### src/rtl/pic_pkg.sv
// ============================================================================
// Module      : pic_pkg
// Description : Shared types and opcode-class constants for the PIC10F200
//               instruction-cycle sequencer.
// Revision    : 1.0 - initial release
// ============================================================================
`default_nettype none

package pic_pkg;

    typedef enum logic [1:0] {
        Q1 = 2'd0,
        Q2 = 2'd1,
        Q3 = 2'd2,
        Q4 = 2'd3
    } q_phase_t;

    typedef enum logic [1:0] {
        S_FETCH0 = 2'd0,
        S_EXEC   = 2'd1,
        S_FLUSH  = 2'd2,
        S_SLEEP  = 2'd3
    } ctrl_state_t;

    localparam logic [4:0]  INDF_ADDR   = 5'd0;

    // Major opcode groups, ir[11:10]
    localparam logic [1:0]  GRP_BYTE    = 2'b00;
    localparam logic [1:0]  GRP_BIT     = 2'b01;
    localparam logic [1:0]  GRP_CTRL    = 2'b10;
    localparam logic [1:0]  GRP_LIT     = 2'b11;

    // Byte-oriented opcodes, ir[9:6]
    localparam logic [3:0]  OP_DECFSZ   = 4'b1011;
    localparam logic [3:0]  OP_INCFSZ   = 4'b1111;

    // Bit-oriented opcodes, ir[9:8]
    localparam logic [1:0]  BOP_BTFSC   = 2'b10;
    localparam logic [1:0]  BOP_BTFSS   = 2'b11;

    // Control-transfer opcodes, ir[9:8]; GOTO occupies 2'b1x
    localparam logic [1:0]  COP_RETLW   = 2'b00;
    localparam logic [1:0]  COP_CALL    = 2'b01;

    // Upper seven bits identifying the misc and CLRW rows of the byte group
    localparam logic [6:0]  MISC_ROW    = 7'b0000000;
    localparam logic [6:0]  CLRW_ROW    = 7'b0000010;

    localparam logic [11:0] CLRW_WORD   = 12'h040;
    localparam logic [11:0] SLEEP_WORD  = 12'h003;

    // Skip decision from the decoded class and the ALU zero/bit-test result.
    function automatic logic skip_taken(
        input logic skip_zero,
        input logic btfsc,
        input logic btfss,
        input logic cond
    );
        return (skip_zero & cond) | (btfsc & cond) | (btfss & ~cond);
    endfunction

endpackage

`default_nettype wire

### src/rtl/pic_cycle_ctrl_decode.sv
// ============================================================================
// Module      : pic_decode
// Description : Combinational instruction classifier for the cycle sequencer.
//               SLEEP is recognised only when PIC_SLEEP_EN is defined.
// Revision    : 1.0 - initial release
// ============================================================================
`default_nettype none

module pic_decode
    import pic_pkg::*;
#(
    parameter int IR_W = 12,
    parameter int FA_W = 5
) (
    input  logic [IR_W-1:0] ir,
    output logic            is_file_ref,
    output logic            wr_file,
    output logic            wr_w,
    output logic            is_branch,
    output logic            is_skip_zero,
    output logic            is_btfsc,
    output logic            is_btfss,
    output logic            is_call,
    output logic            is_retlw,
    output logic            is_sleep
);

    logic [1:0] w_grp;
    logic       w_misc_row;
    logic       w_clrw_row;
    logic       w_byte_op;
    logic       w_bit_op;
    logic       w_ctrl_op;
    logic       w_lit_op;
    logic       w_dest_f;

    assign w_grp      = ir[11:10];
    assign w_misc_row = (ir[11:FA_W] == MISC_ROW);
    assign w_clrw_row = (ir[11:FA_W] == CLRW_ROW);
    assign w_dest_f   = ir[FA_W];

    // The misc and CLRW rows share the byte-op group but touch no file register.
    assign w_byte_op  = (w_grp == GRP_BYTE) && !w_misc_row && !w_clrw_row;
    assign w_bit_op   = (w_grp == GRP_BIT);
    assign w_ctrl_op  = (w_grp == GRP_CTRL);
    assign w_lit_op   = (w_grp == GRP_LIT);

    always_comb begin
        is_file_ref  = w_byte_op | w_bit_op;
        wr_file      = (w_byte_op & w_dest_f) | (w_bit_op & ~ir[9]);
        is_retlw     = w_ctrl_op & (ir[9:8] == COP_RETLW);
        is_call      = w_ctrl_op & (ir[9:8] == COP_CALL);
        is_branch    = w_ctrl_op;
        wr_w         = (w_byte_op & ~w_dest_f) | (ir == CLRW_WORD) | w_lit_op | is_retlw;
        is_skip_zero = w_byte_op & ((ir[9:6] == OP_DECFSZ) | (ir[9:6] == OP_INCFSZ));
        is_btfsc     = w_bit_op & (ir[9:8] == BOP_BTFSC);
        is_btfss     = w_bit_op & (ir[9:8] == BOP_BTFSS);
`ifdef PIC_SLEEP_EN
        is_sleep     = (ir == SLEEP_WORD);
`else
        is_sleep     = 1'b0;
`endif
    end

endmodule

`default_nettype wire

### src/rtl/pic_cycle_ctrl.sv
// ============================================================================
// Module      : pic_cycle_ctrl
// Description : PIC10F200 Q1..Q4 instruction-cycle sequencer with flush-cycle
//               insertion. Optional sleep support under PIC_SLEEP_EN.
// Revision    : 1.0 - initial release
// ============================================================================
`default_nettype none

module pic_cycle_ctrl
    import pic_pkg::*;
#(
    parameter int IR_W = 12,
    parameter int FA_W = 5
) (
    input  logic            clk,
    input  logic            rst,
    input  logic [IR_W-1:0] ir,
    input  logic            skip_cond,
`ifdef PIC_SLEEP_EN
    input  logic            wake,
`endif
    output logic [1:0]      q_phase,
    output logic            addr_mux_sel,
    output logic            rf_rd_en,
    output logic            rf_wr_en,
    output logic            w_wr_en,
    output logic            pc_inc,
    output logic            pc_load,
    output logic            stack_push,
    output logic            stack_pop,
    output logic            ir_load,
    output logic            flush
);

    logic [1:0]  r_q;
    ctrl_state_t r_state;
    ctrl_state_t w_next_state;
    logic        r_skip;

    logic        w_is_file_ref;
    logic        w_wr_file;
    logic        w_wr_w;
    logic        w_is_branch;
    logic        w_is_skip_zero;
    logic        w_is_btfsc;
    logic        w_is_btfss;
    logic        w_is_call;
    logic        w_is_retlw;
    logic        w_is_sleep;

    logic        w_active;
    logic        w_exec;
    logic        w_at_q2;
    logic        w_at_q4;

    pic_decode #(
        .IR_W (IR_W),
        .FA_W (FA_W)
    ) u_decode (
        .ir           (ir),
        .is_file_ref  (w_is_file_ref),
        .wr_file      (w_wr_file),
        .wr_w         (w_wr_w),
        .is_branch    (w_is_branch),
        .is_skip_zero (w_is_skip_zero),
        .is_btfsc     (w_is_btfsc),
        .is_btfss     (w_is_btfss),
        .is_call      (w_is_call),
        .is_retlw     (w_is_retlw),
        .is_sleep     (w_is_sleep)
    );

    always_comb begin
        w_next_state = S_EXEC;
        case (r_state)
            S_EXEC: begin
                if (w_is_sleep)
                    w_next_state = S_SLEEP;
                else if (w_is_branch || r_skip)
                    w_next_state = S_FLUSH;
                else
                    w_next_state = S_EXEC;
            end
            default: w_next_state = S_EXEC;
        endcase
    end

    always_ff @(posedge clk) begin
        if (rst) begin
            r_q     <= Q1;
            r_state <= S_FETCH0;
            r_skip  <= 1'b0;
        end else begin
            if (r_state == S_SLEEP)
                r_q <= Q1;
            else
                r_q <= r_q + 2'd1;

            // Skip decision is captured on the edge that ends Q3.
            if (r_q == Q3)
                r_skip <= (r_state == S_EXEC) &&
                          skip_taken(w_is_skip_zero, w_is_btfsc, w_is_btfss, skip_cond);

            case (r_state)
                S_SLEEP: begin
`ifdef PIC_SLEEP_EN
                    if (wake)
                        r_state <= S_FLUSH;
`else
                    r_state <= S_FETCH0;
`endif
                end
                default: begin
                    if (r_q == Q4)
                        r_state <= w_next_state;
                end
            endcase
        end
    end

    // Gating with rst aborts the cycle in whatever phase reset arrives.
    assign w_active = ~rst;
    assign w_exec   = w_active && (r_state == S_EXEC);
    assign w_at_q2  = (r_q == Q2);
    assign w_at_q4  = (r_q == Q4);

    always_comb begin
        q_phase      = r_q;
        addr_mux_sel = ~(w_exec && w_is_file_ref && (ir[FA_W-1:0] == INDF_ADDR));
        rf_rd_en     = w_exec && w_at_q2 && w_is_file_ref;
        rf_wr_en     = w_exec && w_at_q4 && w_wr_file;
        w_wr_en      = w_exec && w_at_q4 && w_wr_w;
        pc_load      = w_exec && w_at_q4 && w_is_branch;
        stack_push   = w_exec && w_at_q4 && w_is_branch && w_is_call;
        stack_pop    = w_exec && w_at_q4 && w_is_branch && w_is_retlw;
        pc_inc       = w_active && w_at_q4 &&
                       ((r_state == S_FETCH0) || (r_state == S_FLUSH) ||
                        ((r_state == S_EXEC) && !w_is_branch));
        ir_load      = w_active && w_at_q4 && (r_state != S_SLEEP);
        flush        = w_active && (r_state == S_FLUSH);
    end

endmodule

`default_nettype wire

### config.mk
export PLATFORM = sky130hd
export DESIGN_NAME = pic_cycle_ctrl
export DESIGN_NICKNAME = d
export VERILOG_FILES = /design/src/rtl/pic_pkg.sv /design/src/rtl/pic_cycle_ctrl_decode.sv /design/src/rtl/pic_cycle_ctrl.sv
export SDC_FILE = /design/constraint.sdc
export NUM_CORES = 1
export LEC_CHECK = 0
export BUFFER_PORTS_ARGS = -buffer_cell sky130_fd_sc_hd__buf_2
export CORE_AREA = 2 2 39 41
export DETAILED_ROUTE_END_ITERATION = 6
export DIE_AREA = 0 0 41 43
export MAX_ROUTING_LAYER = met4
export REMOVE_ABC_BUFFERS = 1
export SYNTH_ARGS = -nofsm -noshare
export SYNTH_HDL_FRONTEND = slang
export SYNTH_SLANG_ARGS = --single-unit
### constraint.sdc
create_clock -name clk -period 2.6 [get_ports clk]
set_clock_uncertainty 0.1 [all_clocks]
set_input_delay 0.26 -clock clk [delete_from_list [all_inputs] [get_ports clk]]
set_output_delay 0.26 -clock clk [all_outputs]
set_load 0.01 [all_outputs]
==> flow_metrics.tcl, run 1 <==
set metrics [dict create \
    outcome "completed" \
    place_congestion 0.7028 \
    cts_made_buffers 3 \
    path_clk_slew_ns 0.04 \
    initialDrtViolationCount 10 \
    post_drt_wl_per_cell_um 10.13 \
    final_max_slew_viol_count 0 \
    p_per_area_mw_per_mm2 368.3 \
    netlist.area_leader.share_pct 23.81 \
    cts_root_buf "clkbuf_4" \
    postCtsSetupRepairBufs 0 \
    critPathCaptureType "output port" \
    rows 14 \
    path_max_fanout 10 \
    synth-async-reset-ratio_pct 0 \
    path_class "reg2out" \
    dieArea_mm2 0.001763 \
    initial_utilization_pct 30.38 \
    grt_max_degree 11 \
    required_ns 2.24 \
    ys_seq_area_share_pct 23.81 \
    synth-edff-count 0 \
    cts_max_level 1 \
    hold_viol 0 \
    track_usage_pct 12.87 \
    via_per_inst 4.873 \
    grt_setup_unrepaired "false" \
    netlist_instances 57 \
    setup_viol 0 \
    cts_resized 0 \
    period_needed_ns 2.001 \
    clkLatencyLatePin_ns 0.23 \
    grt.overflow.total 0 \
    hpwlAfterDp_um 870.3 \
    maxCapViolations 0 \
    synthTopCellsByArea "dfxtp_1 (24%), ha_1 (8.9%), nor2_1 (8.0%), nor3_1 (6.0%), inv_1 (5.4%)" \
    die_w_um 41 \
    antenna_found_initial 0 \
    peakVddDrop_v 0.0002055 \
    hp-class "in2reg" \
    yosysTopAreaCell "dfxtp_1" \
    io_pins 27 \
    design_area_um2 585.6 \
    clockBufferDepth 2 \
    tns_ns 0 \
    grt_pass1_vias 404 \
    grt_pass1_wl_mm 1.559 \
    syn_area_um2 420.4 \
    worst_pin_slew_ns 0.3431 \
    yosys_warnings 0 \
    crit_path_start_kind "flip-flop" \
    core_mm2 0.001384 \
    seq_area_um2 100.1 \
    ant_nets 0 \
    instances_no_fill 102 \
    cts_hold_buf 0 \
    die_y_um 43 \
    maxSlewHeadroom_pct 76.54 \
    p_leak_uw 0.0002883 \
    n_fill_cell 161 \
    yosysMostFrequentCell "nor2_1" \
    clock-sinks 5 \
    areaGrowthSynthToFinish_pct 39.29 \
    syn-mean-instance-area_um2 7.375 \
    drt-total-wl_mm 1.033 \
    synth_common_cells "nor2_1 (9), inv_1 (6), dfxtp_1 (5), nor3_1 (5), nand2_1 (4)" \
    drc 0 \
    placed_area_um2 559.3 \
    multiInputGateArea_um2 286.5 \
    totalPowerFinal_uw 215.7 \
    min_period_over_period_pct 76.97 \
    fmax_ghz 0.4997 \
    arrival_ns 1.64 \
    cts_tree "yes" \
    fin_hold_ws_ns 0.1870 \
    ys_seq_elements 5 \
    drive_gt1_share_pct 39.53 \
    yosysUniqueCellTypes 25 \
    placed_cells 98 \
    drt_pass1_iterations 4 \
    via_count 497 \
    num_antenna_cells 0 \
    ys.flop_type "dfxtp_1" \
    layout.nets 105 \
    port_buffers 26 \
]
placed cells by master (no fill, tap or decap), types with 2 or more instances in the layout:
cell type | Yosys | routed
a21oi_1 | 3 | 3
nor2_1 | 9 | 9
clkbuf_4 | 0 | 3
nand3_1 | 2 | 2
inv_1 | 6 | 6
nand2_1 | 4 | 4
nor2b_1 | 2 | 2
nor3_1 | 5 | 5
o21ai_0 | 2 | 2
buf_2 | 0 | 26
nand4_1 | 2 | 2
dfxtp_1 | 5 | 5
ha_1 | 3 | 3
where the power goes:
group	switching (uW)	total, uW	internal, uW
Combinational	23.9	44.5	20.5
Clock	27.3	85.0	57.7
Sequential	5.19	86.2	81.0
area by class of cell:
class                           count  share of cell area [%]
Clock buffer                        4                   4.487
Tap cell                           16                   3.419
Sequential cell                     5                   17.09
Inverter                            6                   3.846
Timing Repair Buffer               26                   22.22
Multi-Input combinational cell     45                   48.93
critical path: stages, from the launching register on:
cell and delay [ns]:
dfxtp_1 0.48, or4b_4 0.51, a21oi_1 0.17, and2_1 0.14, buf_2 0.12
layer usage:
metal | up-vias | wire length (um) | GRT usage, %
met5 | - | 0 | -
met4 | 0 | 0 | 4.000
met3 | 0 | 96 | 3.141
met2 | 20 | 464 | 20.00
met1 | 214 | 473 | 15.81
li1 | 263 | - | -
final timing paths:
kind | from | to | slack, ns | cells past startpoint
worst min register to register | q_phase[0] | q_phase[0] | 0.37 | 1
worst min-delay path | rst | r_state[1] | 0.19 | 2
worst max-delay path | r_state[0] | rf_rd_en | 0.60 | 4
worst max register to register | r_state[0] | r_skip | 1.11 | 3
sequential cells by signal, summed over array words and instances, names as in the netlist:
register	count
q_phase	2
r_state	2
r_skip	1
per-stage QoR:
step	setup slack [ns]	utilization (%)
floorplan	0.8123	-
global placement	0.8654	40.42
detailed placement	0.8277	40.42
CTS	0.5787	42.31
global route	0.4896	42.31
finish	0.5988	42.31
kinds of logic after synthesis:
logic type	count (synthesis)	synth area share, %
AND/OR/NAND/NOR	30	38.39
AO/OA/AOI/OAI	11	18.16
buffers and inverters	7	8.035
flip-flops	5	23.81
adder cells (fa/ha/maj)	3	8.930
multiplexers	1	2.678
Note: power is estimated with default switching activity, not from simulation.
==> inputs of run 2 (changes only) <==
--- a/config.mk
+++ b/config.mk
@@ -5,11 +5,13 @@
 export SDC_FILE = /design/constraint.sdc
 export NUM_CORES = 1
 export LEC_CHECK = 0
+export ABC_AREA = 1
 export BUFFER_PORTS_ARGS = -buffer_cell sky130_fd_sc_hd__buf_2
 export CORE_AREA = 2 2 39 41
 export DETAILED_ROUTE_END_ITERATION = 6
 export DIE_AREA = 0 0 41 43
 export MAX_ROUTING_LAYER = met4
+export PLACE_DENSITY = 0.65
 export REMOVE_ABC_BUFFERS = 1
 export SYNTH_ARGS = -nofsm -noshare
 export SYNTH_HDL_FRONTEND = slang
==> constraint.sdc (replaced) <==
create_clock -name clk -period 2 [get_ports clk]
set_clock_uncertainty 0.1 [all_clocks]
set_input_delay 0.2 -clock clk [delete_from_list [all_inputs] [get_ports clk]]
set_output_delay 0.2 -clock clk [all_outputs]
set_load 0.01 [all_outputs]
==> run 2 against run 1 <==
- sequential share of layout area fell by 1.3 points
- non-clock buffer count is the same
- worst setup slack lost 0.34 ns
- synthesized cell count increased by 39%
- largest power group is now the clock network
- highest routed layer unchanged
- critical path depth up 2
- sequential power up 31%
- cell count is 23% higher
- via count up 10%
- register-to-register slack worse by 0.33 ns
- count of clock-buffer cells in the layout did not move
- global-route usage unchanged
==> flow_metrics.tcl, run 2 <==
set metrics [dict create \
    r2r-end "r_state[1]" \
    yosysTopAreaCell "dfxtp_1" \
    drive_gt1_share_pct 33.94 \
    placed_cells 121 \
    port_buffers 26 \
    cts_tree "yes" \
    path_max_fanout 5 \
    grt_setup_unrepaired "false" \
    drc 0 \
    initialDrtViolationCount 6 \
    cts_resized 0 \
    netlist.area_leader.share_pct 21.98 \
    rows 14 \
    num_antenna_cells 0 \
    drt-total-wl_mm 1.025 \
    final_common_cell "buf_2" \
    p_per_area_mw_per_mm2 470.7 \
    ys_seq_elements 5 \
    min-delay-start "rst" \
    critPathCaptureType "output port" \
    p_leak_uw 0.0003691 \
    track_usage_pct 12.87 \
    path_clk_slew_ns 0.04 \
    synth-async-reset-ratio_pct 0 \
    io_pins 27 \
    tns_ns 0 \
    path_cells "ha_1 -> inv_1 -> nor2_1 -> nand3_1 -> nor3_1 -> buf_2" \
    maxSlewHeadroom_pct 85.19 \
    core_mm2 0.001384 \
    peakVddDrop_v 0.0002497 \
    synthTopCellsByArea "dfxtp_1 (22%), nand2_1 (13%), inv_1 (12%), ha_1 (8.2%), nor2_1 (8.2%)" \
    crit_path_start_kind "flip-flop" \
    rr_startpoint "q_phase[0]" \
    yosys_warnings 0 \
    antenna_found_initial 0 \
    yosysMostFrequentCell "nand2_1" \
    areaGrowthSynthToFinish_pct 38.74 \
    cp_top_family "simple AND/OR/NAND/NOR gates" \
    layout.nets 128 \
    synth-edff-count 0 \
    rr_worst_depth 7 \
    netlist_instances 79 \
    n_fill_cell 164 \
    slowest_delay_ns 0.39 \
    maxCapViolations 0 \
    path_class "reg2out" \
    via_per_inst 4.384 \
    hpwlAfterDp_um 885.5 \
    hp-class "in2reg" \
    fmax_ghz 0.5733 \
    holdPathEnd "r_skip" \
    synth_common_cells "nand2_1 (16), inv_1 (15), nor2_1 (10)" \
    clockBufferDepth 2 \
    die_w_um 41 \
    clock-sinks 5 \
    place_congestion 0.8201 \
    min_period_over_period_pct 87.22 \
    ys.flop_type "dfxtp_1" \
    ys_seq_area_share_pct 21.98 \
    reg2reg_slack_ns 0.78 \
    ant_nets 0 \
    worst_pin_slew_ns 0.2204 \
    grt_max_degree 7 \
    required_ns 1.70 \
    grt_pass1_wl_mm 1.587 \
    cts_root_buf "clkbuf_4" \
    grt.overflow.total 0 \
    cts_made_buffers 3 \
    hold_path_depth 2 \
    pre_cts_slack_ns 0.5038 \
    via_count 548 \
    cts_hold_buf 0 \
    final.setup.worst_slack_ns 0.2557 \
    syn_area_um2 455.4 \
    postCtsSetupRepairBufs 0 \
    layout_common_cells "buf_2 (26), nand2_1 (16), inv_1 (15)" \
    slowest_stage "dfxtp_1" \
    setup_viol 0 \
    period_needed_ns 1.744 \
    final_max_slew_viol_count 0 \
    critPathBufInv 2 \
    post_drt_wl_per_cell_um 8.200 \
    fin_hold_ws_ns 0.08427 \
    drt_pass1_iterations 4 \
    syn-mean-instance-area_um2 5.765 \
    die_y_um 43 \
    instances_no_fill 125 \
    grt_pass1_vias 449 \
    initial_utilization_pct 32.91 \
    outcome "completed" \
    clkLatencyLatePin_ns 0.24 \
    cts_max_level 1 \
    dieArea_mm2 0.001763 \
    hold_viol 0 \
    yosysUniqueCellTypes 19 \
    arrival_ns 1.44 \
]
-- run 2: cell types whose count changed after synthesis, moves of 3 or more --
cell,before,now
inv_1,6,15
nand2_1,4,16
o21ai_1,0,3
nor2_2,0,3
-- run 2: where the power goes --
group | leakage (uW) | internal [uW] | switching (uW)
Combinational | 0.000313 | 29.7 | 40.4
Sequential | 0.0000410 | 107 | 6.71
Clock | 0.0000150 | 75.3 | 38.8
Total | 0.000369 | 212 | 85.8
-- run 2: metrics by stage --
step	total power, uW	util (%)	instance area, um2
4_1_cts	303.3	45.66	631.9
3_5_place_dp	185.8	43.76	605.6
6_report	297.4	45.66	631.9
2_1_floorplan	154.0	-	455.4
3_3_place_gp	185.4	43.76	605.6
5_1_grt	319.6	45.66	631.9
-- run 2: layout make-up --
type,instances,area (um2),share of cell area [%]
Multi-Input combinational cell,56,287.8,45.54
Timing Repair Buffer,26,130.1,20.59
Sequential cell,5,100.1,15.84
Inverter,18,67.56,10.69
Clock buffer,4,26.28,4.158
Tap cell,16,20.02,3.168
-- run 2: cell families (layout without fill, tap and decap cells) --
family | after synthesis | count (layout) | share of synthesized area [%]
buffers and inverters | 18 | 48 | 14.83
AND/OR/NAND/NOR | 43 | 43 | 42.59
flip-flops | 5 | 5 | 21.98
AO/OA/AOI/OAI | 10 | 10 | 12.36
adder cells (fa/ha/maj) | 3 | 3 | 8.243
-- run 2: worst reg2reg max path, stage by stage (launching register included) --
cell and delay [ns]:
dfxtp_1 0.39, ha_1 0.18, inv_1 0.06, nor2_1 0.15
nand2_1 0.09, inv_1 0.08, o21ai_1 0.07, inv_1 0.05
-- run 2: worst max path at each step --
stage                           from         end  slack [ns]  cells past startpoint
after CTS                 q_phase[0]  stack_push        0.24                      6
final                     q_phase[0]  stack_push        0.26                      6
after global placement    q_phase[0]  stack_push        0.53                      6
after floorplan           q_phase[0]   stack_pop        0.52                      5
after global routing      q_phase[0]  stack_push        0.07                      6
after detailed placement  q_phase[0]  stack_push        0.50                      6
-- run 2: routing by layer --
layer	track usage, %	share of wire [%]	up-vias
li1	-	-	304
met1	15.16	43	228
met2	20.63	50	16
met3	3.141	6.4	0
met4	4.000	0	0
met5	-	0	-
